$ cat src/rtl/mw_pipe_pkg.sv
// Shared widths, state encoding and payload layout for the MEM->WB pipeline buffer.
// The default payload struct matches the default parameter widths.
package mw_pipe_pkg;

    localparam int DEF_CTRL_W        = 1;
    localparam int DEF_DATA_W        = 16;
    localparam int DEF_ADDR_W        = 3;
    localparam int DEF_CNT_W         = 16;
    localparam int CTRL_REGWRITE_BIT = 0;

    // Without the skid option only EMPTY and ONE (the FULL state) are reachable.
    typedef enum logic [1:0] {
        EMPTY = 2'd0,
        ONE   = 2'd1,
        TWO   = 2'd2
    } buf_state_e;

    typedef struct packed {
        logic [DEF_CTRL_W-1:0] ctrl;
        logic [DEF_DATA_W-1:0] data;
        logic [DEF_ADDR_W-1:0] addr;
    } mw_payload_t;

endpackage

$ cat src/rtl/mw_buf_slot.sv
// One payload+valid holding register with load enable and synchronous clear.
// Loading an invalid entry zeroes the payload, so a bubble never carries stale data.
module mw_buf_slot #(
    parameter int W = 20
) (
    input  logic         clk,
    input  logic         rst_n,
    input  logic         clear,
    input  logic         load,
    input  logic         d_valid,
    input  logic [W-1:0] d,
    output logic         q_valid,
    output logic [W-1:0] q
);

    // NOTE: state registers use non-blocking assignments so every flop samples pre-edge values.
    always_ff @(posedge clk or negedge rst_n) begin
        if (!rst_n) begin
            q_valid <= 1'b0;
            q       <= '0;
        end else if (clear) begin
            q_valid <= 1'b0;
            q       <= '0;
        end else if (load) begin
            q_valid <= d_valid;
            q       <= d_valid ? d : '0;
        end
    end

endmodule

$ cat src/rtl/mw_pipe_buffer.sv
// MEM->WB pipeline register with valid/ready handshake, flush and saturating stall counter.
// Define MW_PIPE_BUF_SKID_EN for a 2-entry skid buffer with a registered in_ready.
module mw_pipe_buffer
    import mw_pipe_pkg::*;
#(
    parameter int CTRL_W = DEF_CTRL_W,
    parameter int DATA_W = DEF_DATA_W,
    parameter int ADDR_W = DEF_ADDR_W,
    parameter int CNT_W  = DEF_CNT_W
) (
    input  logic              clk,
    input  logic              rst_n,
    input  logic              flush,
    input  logic              in_valid,
    output logic              in_ready,
    input  logic [CTRL_W-1:0] in_ctrl,
    input  logic [DATA_W-1:0] in_data,
    input  logic [ADDR_W-1:0] in_addr,
    output logic              out_valid,
    input  logic              out_ready,
    output logic [CTRL_W-1:0] out_ctrl,
    output logic [DATA_W-1:0] out_data,
    output logic [ADDR_W-1:0] out_addr,
    output logic              wb_en,
    output logic [CNT_W-1:0]  stall_cnt
);

    localparam int PW = CTRL_W + DATA_W + ADDR_W;

    buf_state_e    state;
    logic [PW-1:0] in_pl;
    logic [PW-1:0] main_d;
    logic [PW-1:0] main_q;
    logic          main_load;
    logic          main_dv;
    logic          main_v;

    assign in_pl = {in_ctrl, in_data, in_addr};

`ifdef MW_PIPE_BUF_SKID_EN
    logic          skid_v;
    logic [PW-1:0] skid_q;
    logic          skid_load;
    logic          skid_clear;
    logic          in_ready_q;

    assign in_ready = in_ready_q;

    // NOTE: every always_comb output gets a default first so no path can infer a latch.
    always_comb begin
        main_load = 1'b0;
        main_d    = in_pl;
        main_dv   = in_valid;
        unique case (state)
            EMPTY: main_load = 1'b1;
            ONE:   main_load = out_ready;
            TWO: begin
                main_load = out_ready;
                main_d    = skid_q;
                main_dv   = 1'b1;
            end
            default: main_load = 1'b1;
        endcase
    end

    assign skid_load  = (state == ONE) && in_valid && !out_ready;
    assign skid_clear = flush || ((state == TWO) && out_ready);

    mw_buf_slot #(.W(PW)) u_skid (
        .clk     (clk),
        .rst_n   (rst_n),
        .clear   (skid_clear),
        .load    (skid_load),
        .d_valid (in_valid),
        .d       (in_pl),
        .q_valid (skid_v),
        .q       (skid_q)
    );

    // in_ready is a registered FSM output, so out_ready never reaches it combinationally.
    always_ff @(posedge clk or negedge rst_n) begin
        if (!rst_n) begin
            state      <= EMPTY;
            in_ready_q <= 1'b1;
        end else if (flush) begin
            state      <= EMPTY;
            in_ready_q <= 1'b1;
        end else begin
            unique case (state)
                EMPTY: if (in_valid) state <= ONE;
                ONE: begin
                    if (in_valid && !out_ready) begin
                        state      <= TWO;
                        in_ready_q <= 1'b0;
                    end else if (!in_valid && out_ready) begin
                        state <= EMPTY;
                    end
                end
                TWO: begin
                    if (out_ready) begin
                        state      <= ONE;
                        in_ready_q <= 1'b1;
                    end
                end
                default: begin
                    state      <= EMPTY;
                    in_ready_q <= 1'b1;
                end
            endcase
        end
    end
`else
    assign in_ready  = (state == EMPTY) || out_ready;
    assign main_load = in_ready;
    assign main_d    = in_pl;
    assign main_dv   = in_valid;

    always_ff @(posedge clk or negedge rst_n) begin
        if (!rst_n) begin
            state <= EMPTY;
        end else if (flush) begin
            state <= EMPTY;
        end else if (main_load) begin
            state <= in_valid ? ONE : EMPTY;
        end
    end
`endif

    mw_buf_slot #(.W(PW)) u_main (
        .clk     (clk),
        .rst_n   (rst_n),
        .clear   (flush),
        .load    (main_load),
        .d_valid (main_dv),
        .d       (main_d),
        .q_valid (main_v),
        .q       (main_q)
    );

    assign out_valid                      = main_v;
    assign {out_ctrl, out_data, out_addr} = main_q;
    assign wb_en                          = main_v && out_ctrl[CTRL_REGWRITE_BIT];

    // Flush outranks a stall, and the counter holds at all-ones rather than wrapping.
    always_ff @(posedge clk or negedge rst_n) begin
        if (!rst_n) begin
            stall_cnt <= '0;
        end else if (out_valid && !out_ready && !flush && (stall_cnt != '1)) begin
            stall_cnt <= stall_cnt + CNT_W'(1);
        end
    end

endmodule

$ cat config.mk
export PLATFORM = sky130hd
export DESIGN_NAME = mw_pipe_buffer
export DESIGN_NICKNAME = d
export VERILOG_FILES = /design/src/rtl/mw_pipe_pkg.sv /design/src/rtl/mw_buf_slot.sv /design/src/rtl/mw_pipe_buffer.sv
export SDC_FILE = /design/constraint.sdc
export NUM_CORES = 1
export LEC_CHECK = 0
export CAP_MARGIN = 10
export CORE_MARGIN = 5
export CORE_UTILIZATION = 38
export DETAILED_ROUTE_END_ITERATION = 6
export PLACE_DENSITY = 0.75
export SETUP_SLACK_MARGIN = 0.05
export SLEW_MARGIN = 0
export SYNTH_ARGS = -nofsm -noshare
export SYNTH_HDL_FRONTEND = slang
export SYNTH_SLANG_ARGS = --single-unit
$ cat constraint.sdc
create_clock -name clk -period 1.6 [get_ports clk]
set_input_delay 0.16 -clock clk [delete_from_list [all_inputs] [get_ports clk]]
set_output_delay 0.16 -clock clk [all_outputs]
set_load 0.1 [all_outputs]
==> results.toml, run 1 <==
[run_status]
violations = "negative setup slack"
outcome = "complete, but fails checks"

[synthesis]
synth.cell_area_um2 = 1540
synth.distinct_cells = 32
synth-edff-count = 0
ys_warn_count = 0
yosysSeqAreaShare = 0.602
synth_nets = 149
async_reset_ff_frac = 1.00
synthFlopType = "dfrtp_1"
ys_seq_elements = 37
postSynthCellCount = 123
syn_avg_cell_area_um2 = 12.5

[route]
first_pass_iters = 4
drtAntennaViolNets = 0
wirelength_mm = 5.06
detail_route.wl_per_cell_um = 18.3
drcViolationCount = 0
vias_per_cell = 5.32
drt_iter0_markers = 57
vias = 1475

[setup_path]
worst_path_max_delay_cell = "or4_4"
critical_path.startpoint = "stall_cnt[0]"
cp-end-kind = "flop"
critPathKind = "reg2reg"
ff2ff_setup_slack_ns = -0.05
crit_fanout = 2
worstPathRequired_ns = 1.78
arrival_ns = 1.83
crit_path_max_incr_delay_ns = 0.44
crit_chain = "ha_4 > nand3_4 > or4_4 > and2_4 > mux2_4"
r2r_start = "stall_cnt[0]"
start_kind = "flop"

[timing]
tns_ns = -0.0979
period_needed_ns = 1.65
fmax_mhz = 604
skew_ns = 0.0120
slew_headroom = 0.644
fin_ws_ns = -0.0545
rsz0062_at_grt = "yes"
tightest_slew_ns = 0.532
setup_violations = 5
final_max_slew_viol_count = 0
period_share = 1.03
final_hold_viol_count = 0

[grt]
grt.total_usage = 0.193
grt_max_degree = 38
grt_pass1_vias = 1607
grt_pass1_wl_mm = 7.76
grt_overflow = 0
grt_antenna_before_repair = 0

[cts]
cts_inserted_buffers = 5
h-tree-depth = 2
cts_root_buf = "clkbuf_8"
cts_tree = "built"
clk_pin_slew_ns = 0.08
cts.path.max_buffers = 2
cts.sinks = 37
insertion_delay_ns = 0.29

[cells_and_area]
multi_input_area_um2 = 743
final_common_cell = "buf_12"
antenna_cells = 0
regArea_um2 = 986
final_cell_mix = "buf_12, buf_4, clkdlybuf4s50_1, a22o_1, dfrtp_1"
final_nets = 253
drive_gt1_frac = 0.555
syn2layout_area_growth_pct = 110
fill_cells = 188

[place]
io_buffers = 63
pre_cts_ws_ns = -0.376
dp_hpwl_mm = 3.62
gp_congestion = 0.847

[die]
initial_utilization = 0.387
die-height_um = 73.6
ios = 64
num_rows = 23
dieArea_um2 = 5420
core_um2 = 3970
die_x_um = 73.6

[power]
p_per_area_nw_per_um2 = 953
peakVddDrop_v = 0.000813
leakage_uw = 0.00140

[job]
cap_violations = 0

[min_path]
hold_class = "in2async"
[final timing paths]
kind	end	cells past startpoint
worst max-delay path	stall_cnt[1]	5
worst min-delay path	stall_cnt[7]	3
worst max register to register	stall_cnt[1]	5
worst min register to register	u_main.q[14]	1
max in group asynchronous	state[0]	3
min in group clk	u_main.q[10]	2
[metrics by stage]
stage               hold slack, ns   util  area [um^2]  total power (uW)  cells
floorplan                   -0.136      -         1680              1800    123
global placement             0.222  0.758         3010              2360    266
detailed placement           0.225  0.758         3010              2390    266
CTS                          0.458  0.792         3140              3070    274
global route                 0.471  0.812         3220              3180    277
finish                       0.442  0.812         3220              3070    277
[final cells by class]
cell class | instances | area share
flip-flops and latches | 37 | 0.306
repair buffers | 102 | 0.415
multi-input cells | 80 | 0.231
inverters | 1 | 0.00233
well taps | 50 | 0.0194
clock buffers | 7 | 0.0268
[where the power goes]
| part | total, uW | internal (uW) | switching, uW |
|---|---|---|---|
| Combinational | 1310 | 529 | 784 |
| Sequential | 1110 | 1030 | 82.4 |
| Clock | 647 | 342 | 306 |
| Total | 3070 | 1900 | 1170 |
[cells in the mapped netlist, types with 2 or more instances]
master | count | area share
nand2_1 | 2 | 0.0049
and3_1 | 2 | 0.0081
nand4_1 | 3 | 0.012
nand4_2 | 2 | 0.016
xor2_1 | 5 | 0.028
a22o_1 | 20 | 0.11
xnor2_1 | 8 | 0.046
nand3_1 | 7 | 0.023
dfrtp_1 | 37 | 0.60
and2_1 | 2 | 0.0081
nor2_1 | 9 | 0.022
nor3_1 | 2 | 0.0065
a31oi_1 | 2 | 0.0081
clkbuf_1 | 4 | 0.0098
[flip-flops by register name, summed over array words and instances, names as in the netlist]
signal,flops
stall_cnt,16
state,1
u_main.q,20
[repair_timing]
item                                   CTS  global route
setup endpoints to repair               17            37
endpoints found under the hold margin   37             0
setup buffers                            0             3
gates resized for setup                  8            13
hold buffers                             1             0
pin swaps                                4             8
[kinds of logic (layout without fill, tap and decap cells)]
family	count (synthesis)	after routing	synth area share
and+or+nand+nor	39	39	0.151
DFF	37	37	0.602
AOI/OAI and AO/OA	26	26	0.140
xor gates and xnor gates	13	13	0.0740
buffers and inverters	6	110	0.0155
adders and majority gates	1	1	0.00814
muxes	1	1	0.00976
[metal layers]
layer  track usage  part of all wire  vias up
met3        0.0766             0.083        8
met4        0.0684             0.019        0
li1              -                 -      661
met2         0.344              0.54       69
met1         0.205              0.36      737
met5             0                 0        -
[worst max-delay path, delay by kind of cell (launching register included)]
kind | cells | cell delay [ns]
AND/OR/NAND/NOR | 3 | 0.68
flip-flops | 1 | 0.43
multiplexers | 1 | 0.29
adder cells (fa/ha/maj) | 1 | 0.15
Power figures use the tool's default switching activity.
==> run 2, diff against run 1 <==
--- a/config.mk
+++ b/config.mk
@@ -7,9 +7,9 @@
 export LEC_CHECK = 0
 export CAP_MARGIN = 10
 export CORE_MARGIN = 5
-export CORE_UTILIZATION = 38
+export CORE_UTILIZATION = 45
 export DETAILED_ROUTE_END_ITERATION = 6
-export PLACE_DENSITY = 0.75
+export DONT_BUFFER_PORTS = 1
 export SETUP_SLACK_MARGIN = 0.05
 export SLEW_MARGIN = 0
 export SYNTH_ARGS = -nofsm -noshare
==> results.toml, run 2 (same netlist as run 1, synthesis figures left out) <==
[setup_path]
cp-end-kind = "flop"
ff2ff_setup_slack_ns = -0.07
critical_path.startpoint = "stall_cnt[1]"
crit_fanout = 2
start_kind = "flop"
worst-path-buf-inv = 0
cp_num_cells = 5
r2r-end = "stall_cnt[1]"
worstSetupEndpoint = "stall_cnt[1]"
crit_chain = "ha_4 > nand3_4 > or4_4 > and2_4 > mux2_4"
arrival_ns = 1.92
crit_path_max_incr_delay_ns = 0.44
r2r_start = "stall_cnt[1]"
worst_path_max_delay_cell = "dfrtp_4"
r2r_cells = 5
path_delay_family = "simple AND/OR/NAND/NOR gates"
worstPathRequired_ns = 1.84
critPathKind = "reg2reg"

[run_status]
violations = "negative setup slack"
outcome = "complete, but fails checks"

[grt]
grt.total_usage = 0.207
grt_pass1_vias = 1499
grt_max_degree = 38
grt_antenna_before_repair = 0
grt_overflow = 0
grt_pass1_wl_mm = 7.07

[die]
die_x_um = 68.5
num_rows = 21
die-height_um = 68.5
ios = 64
dieArea_um2 = 4690
core_um2 = 3310
initial_utilization = 0.464

[cells_and_area]
final_nets = 235
largest_register = "u_main.q"
syn2layout_area_growth_pct = 74.5
largest_reg_flops = 20
top_regs = "u_main.q x20, stall_cnt x16, state x1"
drive_gt1_frac = 0.538
final_common_cell = "buf_4"
design_area_um2 = 2680
antenna_cells = 0
final_util = 0.810
fill_cells = 202
final_cell_mix = "buf_4, dlygate4sd3_1, a22o_1, dfrtp_1, dfrtp_4"

[power]
peakVddDrop_v = 0.000744
p_seq_frac = 0.389
switchingPower_uw = 1130
sw_frac_of_total = 0.401
p_int_uw = 1700
clkPwrFrac = 0.248
p_per_area_nw_per_um2 = 1060
pwr-share-comb = 0.362
leakage_uw = 0.00122

[cts]
h-tree-depth = 2
insertion_delay_ns = 0.36
cts_root_buf = "clkbuf_4"
cts_tree = "built"
cts.sinks = 37
cts_inserted_buffers = 5
cts.path.max_buffers = 2
clk_pin_slew_ns = 0.11

[route]
vias = 1343
drt-met1-wl_mm = 1.81
detail_route.wl_per_cell_um = 17.8
routed.top_layer = "met4"
drtAntennaViolNets = 0
wirelength_mm = 4.55
drcViolationCount = 0
first_pass_iters = 4
met3_length_um = 353
wl_met2_mm = 2.31
vias_per_cell = 5.25
drt_iter0_markers = 81

[timing]
period_share = 1.05
slew_headroom = 0.638
setup_violations = 6
skew_ns = 0.0105
rsz0062_at_grt = "yes"
period_needed_ns = 1.67
final_max_slew_viol_count = 0
tightest_slew_ns = 0.542
fin_ws_ns = -0.0742
holdWs_ns = 0.120
fmax_mhz = 597
final_hold_viol_count = 0

[place]
io_buffers = 0
place_area_um2 = 2130
dp_hpwl_mm = 2.88
gp_congestion = 0.774

[job]
cap_violations = 0

[min_path]
hold_class = "in2reg"
## run 2: metrics by stage
stage / setup WS [ns] / cells / total power (uW) / TNS [ns]
4_1_cts: -0.0750 / 249 / 2830 / -0.137
3_5_place_dp: -0.114 / 216 / 2020 / -0.228
3_3_place_gp: -0.0481 / 216 / 1990 / -0.0713
5_1_grt: -0.117 / 256 / 2930 / -0.750
2_1_floorplan: -0.566 / 123 / 1800 / -13.62
6_report: -0.0742 / 256 / 2830 / -0.122
## run 2: power by group through the flow
stage                     sequential, uW  clock [uW]  combinational [uW]
after floorplan                     1660           0                 141
after global placement              1110           0                 876
after detailed placement            1120           0                 901
after CTS                           1100         713                1010
after global routing                1110         742                1070
final                               1100         703                1030
## run 2: cell type report
cell class | count | area (um^2) | area share
Sequential cell | 37 | 986 | 0.368
Timing Repair Buffer | 84 | 782 | 0.292
Multi-Input combinational cell | 80 | 761 | 0.284
Tap cell | 46 | 57.6 | 0.0215
Clock buffer | 6 | 51.3 | 0.0191
Clock inverter | 2 | 37.5 | 0.0140
Inverter | 1 | 7.51 | 0.00280
## run 2: worst register-to-register path, delay by kind of cell (launching register included)
family	cells	cell delay [ns]
muxes	1	0.29
adders and majority gates	1	0.15
DFF	1	0.44
and+or+nand+nor	3	0.68
## run 2: what timing repair did
action,CTS,global route
pin swaps,3,9
endpoints found under the setup margin,17,37
buffers inserted,1,5
resized for setup,21,9
gates cloned,0,2
hold endpoints to repair,58,1
hold buffers,24,1
## run 2: metal layers
layer	vias to the layer above	GRT usage
met5	-	0
met4	0	0.0868
met3	7	0.0887
met2	51	0.341
met1	663	0.234
li1	622	-
## run 2: worst min path at each step
stage | start | endpoint | slack [ns] | cells after the start
6_report | out_ready | state[0] | 0.12 | 4
5_1_grt | out_ready | state[0] | 0.14 | 4
4_1_cts | flush | stall_cnt[3] | 0.002 | 3
3_5_place_dp | rst_n | stall_cnt[7] | -0.13 | 0
3_3_place_gp | rst_n | stall_cnt[7] | -0.13 | 0
2_1_floorplan | rst_n | stall_cnt[2] | -0.14 | 0
==> run 3, diff against run 2 <==
--- a/config.mk
+++ b/config.mk
@@ -6,7 +6,6 @@
 export NUM_CORES = 1
 export LEC_CHECK = 0
 export CAP_MARGIN = 10
-export CORE_MARGIN = 5
 export CORE_UTILIZATION = 45
 export DETAILED_ROUTE_END_ITERATION = 6
 export DONT_BUFFER_PORTS = 1
==> results.toml, run 3 (same netlist as run 1, synthesis figures left out) <==
[cells_and_area]
largest_register = "u_main.q"
drive_gt1_frac = 0.545
final_common_cell = "buf_4"
top_regs = "u_main.q x20, stall_cnt x16, state x1"
final_nets = 234
syn2layout_area_growth_pct = 71.7
design_area_um2 = 2640
final_cell_mix = "buf_4, dlygate4sd3_1, a22o_1, dfrtp_1, dfrtp_4"
largest_reg_flops = 20
antenna_cells = 0

[power]
p_seq_frac = 0.388
switchingPower_uw = 1150
peakVddDrop_v = 0.000889
sw_frac_of_total = 0.401
clkPwrFrac = 0.240
p_int_uw = 1720
p_per_area_nw_per_um2 = 1090
leakage_uw = 0.00121
pwr-share-comb = 0.372

[setup_path]
crit_fanout = 2
arrival_ns = 1.90
worst_path_max_delay_cell = "or4_4"
start_kind = "flop"
cp-end-kind = "flop"
critPathKind = "reg2reg"
path_delay_family = "simple AND/OR/NAND/NOR gates"
crit_path_max_incr_delay_ns = 0.52
worst-path-buf-inv = 0
ff2ff_setup_slack_ns = -0.06
worstPathRequired_ns = 1.84
crit_chain = "nand4_1 > or4_4 > and2_4 > mux2_4"

[timing]
rsz0062_at_grt = "yes"
fmax_mhz = 603
period_share = 1.04
skew_ns = 0.00367
period_needed_ns = 1.66
holdWs_ns = 0.109
tightest_slew_ns = 0.347
final_max_slew_viol_count = 0
fin_ws_ns = -0.0577
slew_headroom = 0.768
tns_ns = -0.136
setup_violations = 3
final_hold_viol_count = 0

[die]
initial_utilization = 0.488
ios = 64
dieArea_um2 = 3650
num_rows = 20
core_um2 = 3150
die_x_um = 60.5
die-height_um = 60.5

[cts]
insertion_delay_ns = 0.35
clk_pin_slew_ns = 0.11
cts_tree = "built"
cts.sinks = 37
cts_root_buf = "clkbuf_4"
cts_inserted_buffers = 5
cts.path.max_buffers = 2
h-tree-depth = 2

[grt]
grt_antenna_before_repair = 0
grt.total_usage = 0.257
grt_pass1_vias = 1412
grt_overflow = 0
grt_max_degree = 38
grt_pass1_wl_mm = 6.63

[route]
detail_route.wl_per_cell_um = 17.4
drtAntennaViolNets = 0
drcViolationCount = 0
wirelength_mm = 4.40
first_pass_iters = 4
drt_iter0_markers = 55
vias = 1353
vias_per_cell = 5.35

[place]
dp_hpwl_mm = 2.59
io_buffers = 0
gp_congestion = 0.805
pre_cts_ws_ns = -0.0880
place_area_um2 = 2130

[run_status]
violations = "negative setup slack"
outcome = "complete, but fails checks"

[job]
cap_violations = 0

[min_path]
hold_class = "in2reg"
==> run 3: changes by cell type in the layout (fill, tap and decap cells not counted), sizes merged <==
cell,delta
clkbuf,-1
==> run 3: final cells by class <==
type | count | area [um^2]
clock inverter | 2 | 37.5
sequential | 37 | 986
multi-input combinational | 80 | 754
fill | 175 | 513
tap | 44 | 55.1
inverter | 1 | 7.51
clock buffer | 6 | 51.3
timing repair buffer | 83 | 748
==> run 3: metal layers <==
metal / GRT usage / part of all wire
met5: 0 / 0
met4: 0.0877 / 0.020
met3: 0.0832 / 0.065
met2: 0.480 / 0.56
met1: 0.271 / 0.36
==> run 3: path summary, 6_finish.rpt <==
path / endpoint / depth (start not counted) / start
min in group asynchronous: stall_cnt[4] / 2 / rst_n
worst min-delay path: state[0] / 4 / out_ready
worst min register to register: u_main.q[1] / 1 / u_main.q[1]
worst max register to register: stall_cnt[1] / 4 / stall_cnt[13]
worst max-delay path: stall_cnt[1] / 4 / stall_cnt[13]
max in group asynchronous: stall_cnt[10] / 2 / rst_n
==> run 3: power groups by stage <==
stage          clock (uW)  combinational (uW)  sequential, uW
2_1_floorplan           0                 141            1660
3_3_place_gp            0                 867            1120
3_5_place_dp            0                 890            1130
4_1_cts               706                 997            1110
5_1_grt               747                1100            1120
6_report              689                1070            1110
==> run 3: timing repair <==
item | 4_1_cts | 5_1_grt
endpoints found under the setup margin | 14 | 36
pin swaps | 4 | 6
hold buffers | 24 | 0
endpoints found under the hold margin | 59 | 0
resized for setup | 9 | 16
setup buffers | 3 | 4
==> run 3: worst reg2reg max path: cells and delay by family (launching register included) <==
kind / cells / cell delay, ns
flip-flops: 1 / 0.42
multiplexers: 1 / 0.28
AND/OR/NAND/NOR: 3 / 0.85
==> run 3: stage by stage <==
stage | total power [uW] | utilization | cells
floorplan | 1800 | - | 123
global placement | 1980 | 0.674 | 214
detailed placement | 2020 | 0.674 | 214
CTS | 2810 | 0.802 | 249
global route | 2970 | 0.837 | 253
finish | 2870 | 0.837 | 253
